--- src/rtl/lfsr_test_sequencer.sv ---
// lfsr_test_sequencer
//   Runs one LFSR loopback test over a shared APB bus: enables the sink,
//   programs the source frame length, starts the source, polls the sink
//   status until its done bit rises (or a polling timeout expires), reads
//   the sink error counter and reports pass/fail.
//
// Ports
//   clk, rst           clock (rising edge), synchronous active-high reset
//   start              one-cycle launch pulse, ignored while busy
//   abort              level request to stop the running test
//   length             frame length, captured at start
//   err_threshold      largest error count that still passes, captured at start
//   m_p*               APB master: shared addr/write/wdata/enable, one select per
//                      slave, per-slave rdata/ready/slverr
//   busy, done, pass   run status; pass is valid from done until the next start
//   err_count          sink error counter read back
//   timeout, apb_err   polling timed out / a slave reported pslverr
module lfsr_test_sequencer #(
  parameter int AddrBits      = 5,
  parameter int SrcCtrlAddr   = 0,
  parameter int SrcLenAddr    = 4,
  parameter int SnkCtrlAddr   = 0,
  parameter int SnkStatAddr   = 4,
  parameter int SnkErrAddr    = 8,
  parameter int PollInterval  = 16,
  parameter int TimeoutCycles = 65535
) (
  input  logic                clk,
  input  logic                rst,
  input  logic                start,
  input  logic                abort,
  input  logic [15:0]         length,
  input  logic [31:0]         err_threshold,
  output logic [AddrBits-1:0] m_paddr,
  output logic                m_pwrite,
  output logic [31:0]         m_pwdata,
  output logic                m_penable,
  output logic                m_psel_src,
  output logic                m_psel_snk,
  input  logic [31:0]         m_prdata_src,
  input  logic [31:0]         m_prdata_snk,
  input  logic                m_pready_src,
  input  logic                m_pready_snk,
  input  logic                m_pslverr_src,
  input  logic                m_pslverr_snk,
  output logic                busy,
  output logic                done,
  output logic                pass,
  output logic [31:0]         err_count,
  output logic                timeout,
  output logic                apb_err
);

  typedef enum logic [2:0] {
    IDLE, SNK_EN, SRC_LEN, SRC_GO, POLL_WAIT, POLL_RD, ERR_RD, FINISH
  } state_t;

  // Everything the bus needs to describe one transfer.
  typedef struct packed {
    logic                sel_src;
    logic                sel_snk;
    logic [AddrBits-1:0] addr;
    logic                write;
    logic [31:0]         wdata;
  } xfer_t;

  localparam logic [AddrBits-1:0] SRC_CTRL  = AddrBits'(SrcCtrlAddr);
  localparam logic [AddrBits-1:0] SRC_LEN_A = AddrBits'(SrcLenAddr);
  localparam logic [AddrBits-1:0] SNK_CTRL  = AddrBits'(SnkCtrlAddr);
  localparam logic [AddrBits-1:0] SNK_STAT  = AddrBits'(SnkStatAddr);
  localparam logic [AddrBits-1:0] SNK_ERR   = AddrBits'(SnkErrAddr);
  localparam logic [31:0]         POLL_LAST = 32'(PollInterval - 1);
  localparam logic [31:0]         TMO_LAST  = 32'(TimeoutCycles - 1);

  // Transfer issued on entry to a bus state; non-bus states select nothing.
  function automatic xfer_t xfer_for(input state_t s, input logic [15:0] len);
    xfer_t x;
    // NOTE: x starts at '0 so every field has a value on every path.
    x = '0;
    case (s)
      SNK_EN:  begin x.sel_snk = 1'b1; x.addr = SNK_CTRL;  x.write = 1'b1; x.wdata = 32'h1; end
      SRC_LEN: begin x.sel_src = 1'b1; x.addr = SRC_LEN_A; x.write = 1'b1; x.wdata = {16'b0, len}; end
      SRC_GO:  begin x.sel_src = 1'b1; x.addr = SRC_CTRL;  x.write = 1'b1; x.wdata = 32'h1; end
      POLL_RD: begin x.sel_snk = 1'b1; x.addr = SNK_STAT; end
      ERR_RD:  begin x.sel_snk = 1'b1; x.addr = SNK_ERR; end
      default: x = '0;
    endcase
    return x;
  endfunction

  state_t      state;
  xfer_t       apb;
  logic        penable_q;
  logic [15:0] length_q;
  logic [31:0] thr_q;
  logic [31:0] poll_cnt;
  logic [31:0] tmo_cnt;
  logic        aborted;

  // Response path follows the active select; the idle slave is never looked at.
  logic        sel_ready;
  logic        sel_err;
  logic [31:0] sel_rdata;
  logic        xfer_done;
  logic        in_poll;
  logic        tmo_expired;
  logic        stop_req;

  assign sel_ready   = apb.sel_src ? m_pready_src  : m_pready_snk;
  assign sel_err     = apb.sel_src ? m_pslverr_src : m_pslverr_snk;
  assign sel_rdata   = apb.sel_src ? m_prdata_src  : m_prdata_snk;
  assign xfer_done   = penable_q && sel_ready;
  assign in_poll     = (state == POLL_WAIT) || (state == POLL_RD);
  assign tmo_expired = (tmo_cnt >= TMO_LAST);
  assign stop_req    = abort || aborted;

  assign m_paddr    = apb.addr;
  assign m_pwrite   = apb.write;
  assign m_pwdata   = apb.wdata;
  assign m_psel_src = apb.sel_src;
  assign m_psel_snk = apb.sel_snk;
  assign m_penable  = penable_q;

  always_ff @(posedge clk) begin
    if (rst) begin
      state     <= IDLE;
      apb       <= '0;
      penable_q <= 1'b0;
      length_q  <= '0;
      thr_q     <= '0;
      poll_cnt  <= '0;
      tmo_cnt   <= '0;
      aborted   <= 1'b0;
      busy      <= 1'b0;
      done      <= 1'b0;
      pass      <= 1'b0;
      err_count <= '0;
      timeout   <= 1'b0;
      apb_err   <= 1'b0;
    end else begin
      // NOTE: sequential state uses <= so every register sees pre-edge values;
      // a later assignment in this block overrides an earlier default.
      done <= 1'b0;
      if (busy && abort) aborted <= 1'b1;

      // SETUP always lasts exactly one cycle before ACCESS.
      if ((apb.sel_src || apb.sel_snk) && !penable_q) penable_q <= 1'b1;

      // Timeout budget covers only the polling loop; it saturates at the limit.
      if (in_poll) begin
        if (!tmo_expired) tmo_cnt <= tmo_cnt + 32'd1;
        else              timeout <= 1'b1;
      end

      case (state)
        IDLE: begin
          // done is still high in the first IDLE cycle; a start there is dropped.
          if (start && !done) begin
            state     <= SNK_EN;
            apb       <= xfer_for(SNK_EN, length);
            penable_q <= 1'b0;
            length_q  <= length;
            thr_q     <= err_threshold;
            busy      <= 1'b1;
            pass      <= 1'b0;
            err_count <= '0;
            timeout   <= 1'b0;
            apb_err   <= 1'b0;
            aborted   <= 1'b0;
            poll_cnt  <= '0;
            tmo_cnt   <= '0;
          end
        end

        POLL_WAIT: begin
          if (stop_req) begin
            state <= FINISH;
          end else if (tmo_expired || timeout) begin
            timeout <= 1'b1;
            state   <= ERR_RD;
            apb     <= xfer_for(ERR_RD, length_q);
          end else if (poll_cnt == POLL_LAST) begin
            state <= POLL_RD;
            apb   <= xfer_for(POLL_RD, length_q);
          end else begin
            poll_cnt <= poll_cnt + 32'd1;
          end
        end

        FINISH: begin
          state <= IDLE;
          done  <= 1'b1;
          busy  <= 1'b0;
          pass  <= (err_count <= thr_q) && !timeout && !apb_err && !aborted;
        end

        default: begin
          // Bus states: hold the transfer until the selected slave is ready.
          if (xfer_done) begin
            penable_q   <= 1'b0;
            apb.sel_src <= 1'b0;
            apb.sel_snk <= 1'b0;
            if (sel_err) begin
              apb_err <= 1'b1;
              state   <= FINISH;
            end else if (stop_req) begin
              state <= FINISH;
            end else begin
              case (state)
                SNK_EN:  begin state <= SRC_LEN; apb <= xfer_for(SRC_LEN, length_q); end
                SRC_LEN: begin state <= SRC_GO;  apb <= xfer_for(SRC_GO, length_q); end
                SRC_GO: begin
                  state    <= POLL_WAIT;
                  poll_cnt <= '0;
                  tmo_cnt  <= '0;
                end
                POLL_RD: begin
                  if (timeout || tmo_expired || sel_rdata[0]) begin
                    if (timeout || tmo_expired) timeout <= 1'b1;
                    state <= ERR_RD;
                    apb   <= xfer_for(ERR_RD, length_q);
                  end else begin
                    state    <= POLL_WAIT;
                    poll_cnt <= '0;
                  end
                end
                ERR_RD: begin
                  err_count <= sel_rdata;
                  state     <= FINISH;
                end
                default: state <= FINISH;
              endcase
            end
          end
        end
      endcase
    end
  end

endmodule

--- config.mk ---
export PLATFORM = sky130hd
export DESIGN_NAME = lfsr_test_sequencer
export DESIGN_NICKNAME = d
export VERILOG_FILES = /design/src/rtl/lfsr_test_sequencer.sv
export SDC_FILE = /design/constraint.sdc
export NUM_CORES = 1
export LEC_CHECK = 0
export BUFFER_PORTS_ARGS = -buffer_cell sky130_fd_sc_hd__buf_2
export CAP_MARGIN = 20
export CORE_MARGIN = 1
export CORE_UTILIZATION = 42
export CTS_CLUSTER_DIAMETER = 120
export DETAILED_ROUTE_END_ITERATION = 12
export GPL_TIMING_DRIVEN = 0
export PLACE_DENSITY_LB_ADDON = 0.2
export SETUP_SLACK_MARGIN = 0.5
export SYNTH_ARGS = -nofsm -noshare
export SYNTH_HDL_FRONTEND = slang
export SYNTH_SLANG_ARGS = --single-unit
--- constraint.sdc ---
create_clock -name clk -period 6.32 [get_ports clk]
set_input_delay 0.948 -clock clk [delete_from_list [all_inputs] [get_ports clk]]
set_output_delay 0.948 -clock clk [all_outputs]
set_load 0.01 [all_outputs]
==> results_dict.tcl <==
set metrics [dict create \
    vias 7789 \
    end_kind "flop" \
    reg2reg_to "m_pwdata[9]" \
    antenna_found_initial 2 \
    synth_area_per_cell_um2 8.24 \
    rows 51 \
    crit_fanout 10 \
    fmax_ghz 0.316 \
    fp.dieW_um 144 \
    setup_violations 0 \
    tns_ns 0 \
    fin_worst_skew_ns 0.0146 \
    synthFlopType "dfxtp_1" \
    grt.overflow.total 0 \
    fin_cells 1521 \
    synth_seq_cells 175 \
    cts_tree "built" \
    r2r_cells 9 \
    leakage_nw 4.16 \
    clkSinkCount 175 \
    hold_viol_final 0 \
    p_seq_share_pct 35.7 \
    reg2reg_slack_ns 3.15 \
    cp.arrival_ns 3.47 \
    grt_pass1_vias 7342 \
    insertion_delay_ns 0.44 \
    period_share_pct 50.1 \
    power_frac_comb_pct 37.4 \
    holdWs_ns 0.454 \
    hp-class "reg2reg" \
    die_y_um 144 \
    area_growth_pct 22.0 \
    ys_warn_count 0 \
    num_io_pins 198 \
    rsz0062_at_grt "false" \
    io_buffers 178 \
    tightest_slew_ns 1.04 \
    worst_ep_required_time_ns 6.63 \
    status "completed" \
    p_sw_w 0.00151 \
    coreArea_um2 19600 \
    hold_buffers 0 \
    drtIter0Drc 378 \
    grt_use_total_pct 22.8 \
    drv_slew 0 \
    sw_frac_of_total_pct 40.1 \
    min_period_ns 3.17 \
    hold_depth 2 \
    wl_um 22500 \
    grt_first_pass_wirelength_um 36500 \
    synthDistinctLibCells 67 \
    fp.dieArea_um2 20700 \
    worstHoldStart "thr_q[28]" \
    netlist_area_um2 8460 \
    cts_resized 0 \
    drt_pass1_iterations 5 \
    clk_pin_slew_ns 0.08 \
    grt_max_degree 18 \
    startpoint "tmo_cnt[0]" \
    power_density_nw_per_um2 364 \
    cts-root-buf "clkbuf_16" \
    worstSetupPathType "reg2reg" \
    slew_headroom_pct 29.9 \
    post_cts_buffers 0 \
    fin_nets 1398 \
    cts.path.max_buffers 2 \
    p_int_w 0.00225 \
    gp_congestion 0.885 \
    p_total_w 0.00375 \
    r2r-start "tmo_cnt[0]" \
    async_flop_share_pct 0 \
    startpoint_type "flop" \
    ant_nets 0 \
    vias_per_cell 5.12 \
    drive_gt1_share_pct 20.9 \
    syn_inst 1027 \
    ir_worst_vdd_mv 0.220 \
    wl_per_cell_um 14.8 \
    synth.yosys.seq_area_share_pct 41.4 \
    initial_utilization_pct 43.2 \
    dp_hpwl_um 17000 \
    min_to "thr_q[28]" \
    power.clock.fraction_pct 26.9 \
    drc 0 \
    synth_edf_count 0 \
    diodes 0 \
    cts_buffers 17 \
    dpl.cell_count 1488 \
    htreeDepth 4 \
    cap_violations 0 \
]
-- layout make-up --
class	instances	area [um2]
Buffer	78	382
Clock buffer	18	439
Clock inverter	14	126
Fill cell	1893	9270
Inverter	39	146
Multi-Input combinational cell	753	4490
Sequential cell	175	3500
Tap cell	265	332
Timing Repair Buffer	179	896
-- worst max-delay path, cell delays in order, from the launching register on --
cell	delay, ns
dfxtp_1	0.39
inv_1	0.07
ha_1	0.20
o211a_1	0.21
and4bb_1	0.25
nor3_1	0.59
nand2b_1	0.31
o221ai_2	0.47
clkbuf_1	0.38
o21ai_0	0.16
-- state kept, by name (all words and copies together) (netlist names), 2 cells and up --
register	cells
err_count	32
length_q	16
m_paddr	2
m_pwdata	16
poll_cnt	32
state	3
thr_q	32
tmo_cnt	32
-- kinds of logic (layout without fill, tap and decap cells) --
logic type               after synthesis  after routing  synth area share [%]
AND/OR/NAND/NOR                      417            417                  24.9
adder cells (fa/ha/maj)               36             36                  5.30
flip-flops                           175            175                  41.4
XOR/XNOR                              20             20                  2.07
multiplexers                          39             39                  4.75
AO/OA/AOI/OAI                        222            222                  15.3
other                                  1             19                0.0443
buffers and inverters                117            328                  6.24
-- layout by cell type (no fill, tap or decap), drive strengths merged, types with 4 or more instances in the layout --
master,netlist,routed
buf,27,205
dfxtp,175,175
nand2,144,144
a21oi,125,125
nor2,78,78
clkbuf,51,70
nor3,50,50
inv,38,44
o21ai,41,41
mux2i,36,36
ha,35,35
nand4,21,21
nand3,20,20
or3,20,20
conb,1,19
xor2,17,17
and2,16,16
nand3b,16,16
nor4,15,15
or4,10,10
a21o,10,10
o31ai,9,9
and3,7,7
and4,5,5
o211ai,5,5
o2111ai,5,5
clkinv,1,5
nor2b,4,4
a31oi,4,4
a211oi,4,4
clkinvlp,0,4
-- per-stage QoR --
| stage | setup WS, ns | cell area [um2] | utilization [%] |
|---|---|---|---|
| 2_1_floorplan | 3.65 | 8530 | - |
| 3_3_place_gp | 2.98 | 9750 | 49.8 |
| 3_5_place_dp | 2.97 | 9750 | 49.8 |
| 4_1_cts | 3.11 | 10300 | 52.6 |
| 5_1_grt | 2.86 | 10300 | 52.7 |
| 6_report | 3.15 | 10300 | 52.7 |
-- power groups by stage --
stage          clock [W]  combinational (W)  sequential (W)
2_1_floorplan          0           0.000964         0.00136
3_3_place_gp           0            0.00139         0.00136
3_5_place_dp           0            0.00140         0.00137
4_1_cts          0.00103            0.00141         0.00134
5_1_grt          0.00108            0.00158         0.00136
6_report         0.00101            0.00140         0.00134
-- routing by layer --
metal	GRT usage (%)	routed length [um]
met5	0	27
met4	6.72	354
met3	6.33	1260
met2	38.7	10800
met1	27.8	10100
-- worst max path at each step --
stage | endpoint | slack, ns
after floorplan | poll_cnt[30] | 3.65
after global placement | m_pwdata[6] | 2.98
after detailed placement | m_pwdata[6] | 2.97
after CTS | m_pwdata[7] | 3.11
after global routing | m_pwdata[12] | 2.86
final | m_pwdata[9] | 3.15
-- cells in the mapped netlist, types with 17 or more instances --
cell      instances  share of area, %
dfxtp_1         175                41
nand2_1         142               6.3
a21oi_1         125               7.4
nor2_1           77               3.4
clkbuf_1         51               2.3
nor3_1           47               2.8
inv_1            38               1.7
o21ai_0          38               2.2
ha_1             35               5.2
mux2i_1          35               4.1
nand4_1          21               1.6
buf_4            20               1.8
nand3_1          20               1.2
or3_1            19               1.4
xor2_1           17               1.8
Note: power is estimated with default switching activity, not from simulation.
